### src/rtl/bigger.sv
// bigger: restores a halved packed complex sample to full scale.
// Input words carry two guard bits above two (WIDTH/2-1)-bit signed
// fields. Words with non-zero guard bits are dropped and flagged. Valid
// words are doubled and queued in a 2-entry FIFO with ready/valid
// handshakes on both sides.
// Optional feature: define BIGGER_ERRCNT_EN to add a saturating 16-bit
// malformed-word counter on port err_count.
module bigger #(
  parameter int WIDTH = 32
) (
  input  logic             clk,
  input  logic             reset,
  input  logic [WIDTH-1:0] in_data,
  input  logic             in_nd,
  output logic             in_ready,
  output logic [WIDTH-1:0] out_data,
  output logic             out_nd,
  input  logic             out_ready,
`ifdef BIGGER_ERRCNT_EN
  output logic             error,
  output logic [15:0]      err_count
`else
  output logic             error
`endif
);

  localparam int HW = WIDTH / 2;

  // A word is well formed only when both guard bits are clear.
  function automatic logic guard_ok(input logic [WIDTH-1:0] w);
    return (w[WIDTH-1:WIDTH-2] == 2'b00);
  endfunction

  // Each signed field is shifted left by one; the guard bits make room,
  // so the doubled value always fits and cannot overflow.
  function automatic logic [WIDTH-1:0] restore(input logic [WIDTH-1:0] w);
    return {w[WIDTH-3:HW-1], 1'b0, w[HW-2:0], 1'b0};
  endfunction

  logic [WIDTH-1:0] mem_r [2];
  logic             wr_ptr_r;
  logic             rd_ptr_r;
  logic [1:0]       count_r;
  logic             error_r;
  logic             out_xfer_s;
  logic             ready_s;
  logic             in_xfer_s;
  logic             push_s;
  logic             bad_s;

  // Handshake decode: a full FIFO may accept a word only when the head
  // is leaving in the same cycle; reset holds the input side closed.
  always_comb begin
    out_xfer_s = 1'b0;
    ready_s    = 1'b0;
    in_xfer_s  = 1'b0;
    push_s     = 1'b0;
    bad_s      = 1'b0;
    out_xfer_s = (count_r != 2'd0) && out_ready;
    case (count_r)
      2'd0:    ready_s = 1'b1;
      2'd1:    ready_s = 1'b1;
      2'd2:    ready_s = out_xfer_s;
      default: ready_s = 1'b0;
    endcase
    if (reset) begin
      ready_s = 1'b0;
    end else begin
      ready_s = ready_s;
    end
    in_xfer_s = in_nd && ready_s;
    push_s    = in_xfer_s && guard_ok(in_data);
    bad_s     = in_xfer_s && !guard_ok(in_data);
  end

  // Storage: restored words are written at the write pointer.
  always_ff @(posedge clk or posedge reset) begin
    if (reset) begin
      for (int i = 0; i < 2; i++) begin
        mem_r[i] <= {WIDTH{1'b0}};
      end
    end else if (push_s) begin
      mem_r[wr_ptr_r] <= restore(in_data);
    end
  end

  // Pointers wrap modulo 2; occupancy is unchanged on a simultaneous
  // push and pop, and dropped words never touch it.
  always_ff @(posedge clk or posedge reset) begin
    if (reset) begin
      wr_ptr_r <= 1'b0;
      rd_ptr_r <= 1'b0;
      count_r  <= 2'd0;
    end else begin
      if (push_s) begin
        wr_ptr_r <= ~wr_ptr_r;
      end
      if (out_xfer_s) begin
        rd_ptr_r <= ~rd_ptr_r;
      end
      case ({push_s, out_xfer_s})
        2'b10:   count_r <= count_r + 2'd1;
        2'b01:   count_r <= count_r - 2'd1;
        default: count_r <= count_r;
      endcase
    end
  end

  // One-cycle pulse the cycle after a malformed word is dropped.
  always_ff @(posedge clk or posedge reset) begin
    if (reset) begin
      error_r <= 1'b0;
    end else begin
      error_r <= bad_s;
    end
  end

`ifdef BIGGER_ERRCNT_EN
  logic [15:0] err_cnt_r;

  // Saturating count of dropped words.
  always_ff @(posedge clk or posedge reset) begin
    if (reset) begin
      err_cnt_r <= 16'h0000;
    end else if (bad_s && (err_cnt_r != 16'hFFFF)) begin
      err_cnt_r <= err_cnt_r + 16'h0001;
    end
  end

  assign err_count = err_cnt_r;
`endif

  assign in_ready = ready_s;
  assign out_nd   = (count_r != 2'd0);
  assign out_data = mem_r[rd_ptr_r];
  assign error    = error_r;

endmodule
### config.mk
export PLATFORM = sky130hd
export DESIGN_NAME = bigger
export DESIGN_NICKNAME = d
export VERILOG_FILES = /design/src/rtl/bigger.sv
export SDC_FILE = /design/constraint.sdc
export NUM_CORES = 1
export LEC_CHECK = 0
export BUFFER_PORTS_ARGS = -buffer_cell sky130_fd_sc_hd__buf_4
export CORE_MARGIN = 3
export CORE_UTILIZATION = 57
export CTS_CLUSTER_DIAMETER = 50
export DETAILED_ROUTE_END_ITERATION = 16
export PLACE_DENSITY = 0.84
export SLEW_MARGIN = 20
export SYNTH_ARGS = -nofsm -noshare
export SYNTH_HDL_FRONTEND = slang
export SYNTH_SLANG_ARGS = --single-unit
### constraint.sdc
create_clock -name clk -period 4.1 [get_ports clk]
set_input_delay 1.025 -clock clk [delete_from_list [all_inputs] [get_ports clk]]
set_output_delay 1.025 -clock clk [all_outputs]
set_load 0.01 [all_outputs]
* Word-level counts from Yosys, hierarchy flattened
Index checks and enable logic that the tools add are counted.
** Storage, ports and cells
- Bits in registers :: 69
- Latch bits :: 0
- Bits in writable memories :: 0
- Memory bits (read-only) :: 0
- Bits of input ports :: 36
- Output and inout port bits :: 35
- Word-level logic and storage cells :: 39
- Memories :: 0
** Operators by class
- Add/sub/neg operators :: 2
- Multipliers :: 0
- Div/mod/pow operators :: 0
- Order comparisons :: 3
- Equality and inequality tests :: 4
- Shift-type cells :: 0
- Muxes and demuxes :: 9
- Bitwise logic cells :: 4
- Reductions and logical operators :: 11
** Operators with widths (count)
- $mux 32 :: 4
- $bwmux 64 :: 1
- $demux 32 s1 :: 1
- $logic_and 1x1->1 :: 5
- $eq 2x1->1 const B :: 2
- $eq 2x2->1 const B :: 2
- $ge 2x2->1 const B :: 2
- $logic_not 2->1 :: 2
- $not 1->2 :: 2
- $pmux 2 s2 :: 1
- $reduce_bool 2->1 :: 2
- $add 2x1->2 const B :: 1
- $lt 2x1->1 const B :: 1
- $not 1->1 :: 2
- $pmux 1 s2 :: 1
- $reduce_or 2->1 :: 1
- $sub 2x1->2 const B :: 1
- $logic_not 1->1 :: 1
- $mux 1 :: 1

* Logic depth before layout (Yosys ltp)
Gate-level depths: netlist of run 1.
- Word-level depth :: 8
- Mapped depth :: 7
- Gate-level depth less buffers :: 7

* Least setup slack after synthesis of run 1
Ideal clock, no wire load.
- Kind :: in2out
- From :: input out_ready
- To :: output in_ready
- Arrival :: 1606 ps
- Required time :: 3075 ps
- Setup slack :: 1469 ps
- Stages on the path :: 2
- Buffers on the path :: 0
- Path through :: a211o_1 nor3b_1
** Between the ends
- Word-level cells in the longest chain between the ends :: 3
** RTL lines
- start: declaration :: RTL line 18 : input logic out_ready,
- $logic_and 1x1->1 :: RTL line 59 : out_xfer_s = (count_r != 2'd0) && out_ready;
- $pmux 1 s2 :: RTL line 60 : case (count_r)
- $mux 1 :: RTL line 66 : if (reset) begin
- end: declaration :: RTL line 15 : output logic in_ready,
No other way between the ends.

* Worst setup path after layout of run 1
- From :: register rd_ptr_r
- To :: output out_data[6]
** Between the ends
- Word-level cells in the longest chain between the ends :: 4
** RTL lines
- start: declaration :: RTL line 42 : logic rd_ptr_r;
- start signal: assignment :: RTL line 99 : rd_ptr_r <= ~rd_ptr_r;
- $not 1->2 (implied by the code) :: RTL line 135 : assign out_data = mem_r[rd_ptr_r];
- $mux 32 (implied by the code) (3 in series) :: RTL line 135
- end: declaration :: RTL line 16 : output logic [WIDTH-1:0] out_data,
No other way between the ends. The select of a mux whose other input is x is not followed.

==> results of run 1 <==
## metal layers
metal / track usage / share of wire / vias to the layer above
met3: 0.0619 / 0.066 / 10
met4: 0.0892 / 0.015 / 0
met1: 0.235 / 0.43 / 873
li1: - / - / 818
met5: 0 / 0 / -
met2: 0.310 / 0.49 / 51
## per-stage QoR
| step | setup slack (ns) | utilization | hold WS [ns] | cell area [sq um] |
|---|---|---|---|---|
| 2_1_floorplan | 1.45 | - | 0.474 | 3010 |
| 4_1_cts | 1.05 | 0.756 | 0.504 | 3710 |
| 5_1_grt | 0.970 | 0.756 | 0.519 | 3710 |
| 3_5_place_dp | 1.26 | 0.717 | 0.490 | 3520 |
| 3_3_place_gp | 1.28 | 0.717 | 0.483 | 3520 |
| 6_report | 1.08 | 0.756 | 0.501 | 3710 |
## worst min-delay path by stage
stage                      to  slack [ns]  cells after the start       from
floorplan           mem_r[10]        0.47                      1  mem_r[10]
global placement    mem_r[38]        0.48                      1  mem_r[38]
detailed placement  mem_r[58]        0.49                      1  mem_r[58]
CTS                 mem_r[58]        0.50                      1  mem_r[58]
global route         mem_r[1]        0.52                      1   mem_r[1]
finish              mem_r[51]        0.50                      1  mem_r[51]
## flip-flops by register name, indices dropped and copies added (netlist names)
name / flops
error: 1
mem_r: 60
wr_ptr_r: 1
rd_ptr_r: 1
count_r: 2
## cell families (layout without fill, tap and decap cells)
| kind of cell | after synthesis | after routing |
|---|---|---|
| simple gates | 10 | 10 |
| fa+ha+maj | 5 | 5 |
| xor+xnor | 4 | 4 |
| buf+inv | 15 | 90 |
| other cells | 1 | 2 |
| mux | 90 | 90 |
| flops | 65 | 65 |
| compound gates | 2 | 2 |
## where the power goes
part           switching (uW)  total [uW]  internal (uW)
logic                     445        1190            748
registers                 175        1110            933
clock network             227         511            284
total                     847        2810           1970
## final cells by class
class	instances	area, sq um	share of cell area
sequential	65	1630	0.438
multi-input combinational	113	1270	0.342
timing repair buffer	70	526	0.141
clock buffer	14	183	0.0492
tap	67	83.8	0.0226
inverter	4	15.0	0.00404
clock inverter	2	10.0	0.00269
## cell usage in the layout, fill, tap and decap left out, types with 2 or more instances in the layout
cell      synthesis  final
mux2_2           79     79
buf_4             2     70
dfrtp_1          65     65
clkbuf_8          0     13
mux2_4           11     11
ha_1              5      5
inv_1             4      3
xnor2_1           3      3
nor2_1            2      2
nand2_1           2      2
conb_1            1      2
clkinv_2          0      2
==> qor.txt, run 1 <==
Hold Buf Count CTS = 0
Crit path DAT = 1.99 ns
GPL Wtd Cong = 0.722
ANT nets after route = 0
Total Wirelength = 5280 um
Cell area after synthesis = 0.00300 sq mm
DRT Pass-1 Iters = 4
I/O Buffers = 68
Largest family of logic cells by synthesized area = multiplexers
Final worst clock skew = 0.00501 ns
Power Dens Cells = 757 mW/mm^2
Post-synthesis compound-gate area fraction = 0.00458
Max_cap viols = 0
Tot Pwr = 2810 uW
Min Tclk post-route = 3.02 ns
RSZ-0062 raised after global routing = no
YS warnings = 0
Max_slew headroom = 0.559
First-pass GRT wire length = 9060 um
Final TNS setup = 0 ns
Worst-margin pin slew = 0.661 ns
Clock transition at path regs = 0.07 ns
Share of cells above drive strength 1 = 0.668
Worst hold-check path type = reg2reg
Longest Clk Path Bufs = 2
Dominant cells by area after synthesis = dfrtp_1, mux2_2, mux2_4, buf_6, ha_1
Die height = 78.6 um
Worst R2R Start = count_r[0]
Adder-Cell Fraction of Synth Area = 0.0208
CP most frequent cell = buf_4
Clock Latency Late Sink = 0.33 ns
CP endpoint kind = output port
Clk sinks = 65
CP startpoint kind = flip-flop
Post-CTS setup buffers = 0
Vias in the first global route = 1,905
Total CTS buffers = 9
Top-area cell type share of the netlist area = 0.542
Synth Flop Type = dfrtp_1
Largest net degree at the start of global routing = 34
Area delta synth->final = 23.7%
Antenna violations before repair = 0
Initial Util = 0.611
Post-Place Cells = 319
Critical path depth in cells = 3
Worst setup endpoint = out_data[6]
Fin cells = 335
Final HPWL DP = 3630 um
Netlist cell types = 21
# setup viols final = 0
Crit path max fanout = 17
Final #Nets = 304
Post-synth EDFFs = 0
Total track usage = 0.193
CTS tree = done
CP max stage delay = 0.75 ns
Post-synthesis mux area share = 0.351
Post-synthesis simple-gate area fraction = 0.0325
Top post-synthesis cells by count = mux2_2, dfrtp_1, mux2_4, buf_6, ha_1
Post-cts sizing count = 0
Post-synthesis xor/xnor area fraction = 0.0117
F_max = 331 MHz
Seq/Total Area, Yosys = 0.542
Syn Inst Count = 192
Worst Path Required = 3.07 ns
Crit-path slowest cell = dfrtp_1
P_leak = 0.00191 uW
Count leader, synth = mux2_2
H-tree depth = 3
Cell Chain, Critical Path = buf_4 -> mux2_2 -> buf_4
I/O pins = 71
Core ar. = 0.00491 sq mm
Cell Rows = 25
CTS root buf = clkbuf_8
WL per Instance = 15.8 um
Ys async rst share = 1.00
WP buf/inv = 2
Tcrit/Tclk final = 0.736
CP Class = reg2out
Critical Path Source = rd_ptr_r
DRC viols = 0
Reg2Reg Capture Point = mem_r[29]
Status = finished clean
Via count = 1,752
Final Hold Fails = 0
Max VDD drop = 516 uV
Mapped Avg Cell Area = 15.6 sq um
Worst reg-to-reg setup slack = 1.88 ns
Slew Limit Fails = 0
Antenna Cells = 0
Dominant cell type by area after synthesis = dfrtp_1
Die W = 78.6 um
Delay-heaviest family, CP = flip-flops
Fillers = 337
1st-iter DRT viols = 51
Seq cells post-synth = 65
Worst Reg-to-Reg Cells = 4
Vias per cell = 5.23
Congestion Overflow GR = 0
DIE AREA = 0.00617 sq mm
No activity file was read; power rests on OpenSTA's default activity.
==> inputs of run 2 (changes only) <==
- CORE_UTILIZATION: 57 -> 48
- PLACE_DENSITY: 0.84 -> 0.75
- clock period: 4.1 -> 2.7 ns (I/O delays scaled with it)
==> qor.txt, run 2 (synthesized netlist as in run 1, its figures left out) <==
Core ar. = 0.00599 sq mm
Reg power frac = 0.381
Largest register FFs = 60
Final Hold Fails = 0
Clock power frac = 0.189
Clk sinks = 65
Critical Path Source = count_r[0]
H-tree depth = 3
CTS tree = done
F_max = 412 MHz
Min Tclk post-route = 2.42 ns
Die W = 85.1 um
Final TNS setup = 0 ns
P_int = 3030 uW
Biggest register = mem_r
Max VDD drop = 619 uV
Total track usage = 0.165
Crit path DAT = 1.75 ns
Congestion Overflow GR = 0
# setup viols final = 0
Antenna violations before repair = 0
CTS root buf = clkbuf_8
Die height = 85.1 um
Worst R2R Start = count_r[0]
I/O pins = 71
Total CTS buffers = 9
Commonest non-fill, non-tap cells in the layout = mux2_2, buf_4, dfrtp_1
Total Wirelength = 5460 um
Final Util = 0.629
Worst Path Required = 2.03 ns
Fillers = 482
Commonest non-fill, non-tap cell in the layout = mux2_2
Tcrit/Tclk final = 0.898
Via count = 1,759
Post-DP Area = 0.00357 sq mm
P_leak = 0.00193 uW
GPL Wtd Cong = 0.715
Vias in the first global route = 1,878
DIE AREA = 0.00724 sq mm
Vias per cell = 5.08
Power Dens Cells = 1150 mW/mm^2
Largest net degree at the start of global routing = 29
DRC viols = 0
Net load switching power = 1290 uW
ANT nets after route = 0
Clock Latency Late Sink = 0.33 ns
Share of cells above drive strength 1 = 0.672
Max_cap viols = 0
Switch share = 0.298
Initial Util = 0.501
Area delta synth->final = 25.5%
Fraction of power consumed by combinational cells = 0.429
I/O Buffers = 68
Biggest regs = mem_r: 60 flops, count_r: 2 flops
CP startpoint kind = flip-flop
Hold Buf Count CTS = 0
First-pass GRT wire length = 9250 um
Cell Rows = 28
Post-CTS setup buffers = 0
CP endpoint kind = output port
Setup WS pre-CTS = 0.453 ns
Final HPWL DP = 3750 um
Slew Limit Fails = 0
Post-cts sizing count = 0
Worst Slack Setup Final = 0.276 ns
Post-Layout Inst Area = 0.00377 sq mm
CP Class = reg2out
DRT Pass-1 Iters = 4
Status = finished clean
Clock transition at path regs = 0.07 ns
Final #Nets = 308
Longest Clk Path Bufs = 2
WL per Instance = 15.8 um
Final worst clock skew = 0.00463 ns
Worst hold-check path type = in2async
RSZ-0062 raised after global routing = no
Antenna Cells = 0
Crit path max fanout = 5
Tot Pwr = 4320 uW
1st-iter DRT viols = 46
-- run 2: path summary, 6_finish.rpt --
| kind | end | slack (ns) | depth (start not counted) |
|---|---|---|---|
| setup / recovery | in_ready | 0.28 | 5 |
| hold / removal | mem_r[52] | 0.40 | 2 |
| setup reg to reg | mem_r[37] | 0.55 | 6 |
| hold reg to reg | mem_r[33] | 0.50 | 1 |
| max in group asynchronous | mem_r[1] | 1.57 | 3 |
| min in group clk | mem_r[33] | 0.50 | 1 |
-- run 2: layout make-up --
type                            instances  area (sq um)  share of cell area
Timing Repair Buffer                   74           568               0.151
Sequential cell                        65          1630               0.431
Tap cell                               75          93.8              0.0249
Clock buffer                           12           155              0.0412
Clock inverter                          3          40.0              0.0106
Multi-Input combinational cell        113          1270               0.337
Inverter                                4          15.0             0.00398
-- run 2: stage by stage --
step	hold slack, ns	instances
after global placement	0.481	331
after global routing	0.422	346
final	0.397	346
after detailed placement	0.490	331
after CTS	0.396	346
after floorplan	0.474	193
-- run 2: per-layer routing --
layer	part of all wire	global-route usage	wire, um
met1	0.43	0.215	2370
met2	0.49	0.258	2680
met3	0.066	0.0563	358
met4	0.0093	0.0619	51
met5	0	0	0
-- run 2: critical path: stages, from the launching register on --
cell and delay (ns):
dfrtp_1 0.42, inv_1 0.09, ha_1 0.19, a211o_1 0.39, nor3b_1 0.18, buf_4 0.15
-- run 2: power by group through the flow --
stage                     clock [uW]  sequential [uW]  combinational (uW)
after floorplan                    0             1590                1220
after global placement             0             1640                1850
after detailed placement           0             1660                1880
after CTS                        843             1650                1890
after global routing             894             1710                2020
final                            818             1650                1850
==> inputs of run 3 (changes only) <==
- RECOVER_POWER: default -> 50
- SETUP_SLACK_MARGIN: default -> 0.5
==> qor.txt, run 3 (synthesized netlist as in run 1, its figures left out) <==
Status = complete, but fails checks
Failing checks = capacitance limit, slew limit
Cell Rows = 28
CP startpoint kind = flip-flop
Vias in the first global route = 1,921
Longest Clk Path Bufs = 2
Final #Nets = 318
Max_cap viols = 1
Final TNS setup = 0 ns
Tcrit/Tclk final = 0.850
Crit path max fanout = 12
Congestion Overflow GR = 0
Max VDD drop = 617 uV
Worst-margin pin slew = 1.59 ns
Core ar. = 0.00599 sq mm
CTS tree = done
Max_slew headroom = -0.0627
Area of the multi-input gates = 0.00130 sq mm
Worst hold-check path type = reg2reg
Switch share = 0.300
Vias per cell = 5.01
First-pass GRT wire length = 9270 um
I/O pins = 71
Initial Util = 0.501
Crit path DAT = 2.51 ns
Clock power frac = 0.175
F_max = 436 MHz
Antenna violations before repair = 0
Total track usage = 0.166
Fillers = 480
# setup viols final = 0
Largest register FFs = 60
1st-iter DRT viols = 64
Post-Place Cells = 333
Die height = 85.1 um
Via count = 1,769
Worst Path Required = 2.91 ns
I/O Buffers = 68
Biggest regs = mem_r: 60 flops, count_r: 2 flops
Clock transition at path regs = 0.06 ns
P_leak = 0.00192 uW
DRT Pass-1 Iters = 4
Reg power frac = 0.380
CTS root buf = clkbuf_8
Total CTS buffers = 9
CP endpoint kind = flip-flop
WL per Instance = 15.7 um
Final HPWL DP = 3700 um
GPL Wtd Cong = 0.725
Die W = 85.1 um
Min Tclk post-route = 2.30 ns
Crit-path slowest cell = clkbuf_1
Commonest non-fill, non-tap cells in the layout = mux2_2, buf_4, dfrtp_1
RSZ-0062 raised after global routing = yes
Share of cells above drive strength 1 = 0.676
Commonest non-fill, non-tap cell in the layout = mux2_2
Final worst clock skew = 0.00284 ns
Final Util = 0.640
Fin cells = 353
Total Wirelength = 5530 um
WP buf/inv = 3
Cell Chain, Critical Path = inv_2 -> ha_2 -> a211o_4 -> buf_4 -> nand4_4 -> clkbuf_1 -> mux2_2
Register area = 0.00163 sq mm
DIE AREA = 0.00724 sq mm
Antenna Cells = 0
P_int = 3030 uW
Area delta synth->final = 27.7%
Clock Latency Late Sink = 0.33 ns
Fraction of power consumed by combinational cells = 0.445
Power Dens Cells = 1130 mW/mm^2
DRC viols = 0
Delay-heaviest family, CP = buffers and inverters
CP max stage delay = 0.55 ns
Net load switching power = 1300 uW
Final Hold Fails = 0
CP Class = reg2reg
Biggest register = mem_r
ANT nets after route = 0
Clk sinks = 65
Slew Limit Fails = 31
H-tree depth = 3
Largest net degree at the start of global routing = 36
-- run 3: cell type report --
| class | instances | share of cell area |
|---|---|---|
| Clock inverter | 1 | 0.00783 |
| Inverter | 4 | 0.00424 |
| Timing Repair Buffer | 84 | 0.163 |
| Sequential cell | 65 | 0.425 |
| Tap cell | 75 | 0.0245 |
| Multi-Input combinational cell | 113 | 0.339 |
| Clock buffer | 11 | 0.0369 |
-- run 3: power groups by stage --
stage / Sequential, uW / Combinational [uW] / Clock, uW
after floorplan: 1590 / 1220 / 0
after global placement: 1630 / 1850 / 0
after detailed placement: 1650 / 1900 / 0
after CTS: 1640 / 1960 / 791
after global routing: 1710 / 2100 / 831
final: 1650 / 1930 / 757
-- run 3: what timing repair did --
action,4_1_cts,5_1_grt
hold buffers,0,0
resized for setup,6,5
pin swaps,1,1
hold endpoints to repair,0,0
buffers inserted,2,6
setup endpoints to repair,1,37
-- run 3: per-layer routing --
metal  GRT usage  vias up  wire length, um
met1       0.202      874             2380
li1            -      838                -
met4      0.0518        0               43
met2       0.264       51             2730
met3      0.0748        6              382
met5           0        -                0
-- run 3: final timing paths --
kind                       depth (start not counted)    endpoint  slack, ns       start
max                                                7    mem_r[7]       0.40  count_r[0]
min                                                1   mem_r[12]       0.49   mem_r[12]
max reg2reg                                        7    mem_r[7]       0.40  count_r[0]
min reg2reg                                        1   mem_r[12]       0.49   mem_r[12]
max in group asynchronous                          3  count_r[1]       0.66       reset
min in group asynchronous                          3       error       0.55       reset
-- run 3: stage by stage --
step	area (sq um)	hold WS, ns	total power, uW	setup WS [ns]
after floorplan	3010	0.474	2810	0.769
after global placement	3590	0.481	3490	0.560
after detailed placement	3590	0.490	3550	0.510
after CTS	3800	0.474	4390	0.458
after global routing	3830	0.515	4630	0.257
final	3830	0.489	4330	0.405
-- run 3: worst register-to-register path: cells and delay by family (launching register included) --
kind	cells	cell delay (ns)
adders and majority gates	1	0.21
AOI/OAI and AO/OA	1	0.27
and+or+nand+nor	1	0.08
muxes	1	0.42
buffers and inverters	3	0.79
DFF	1	0.42
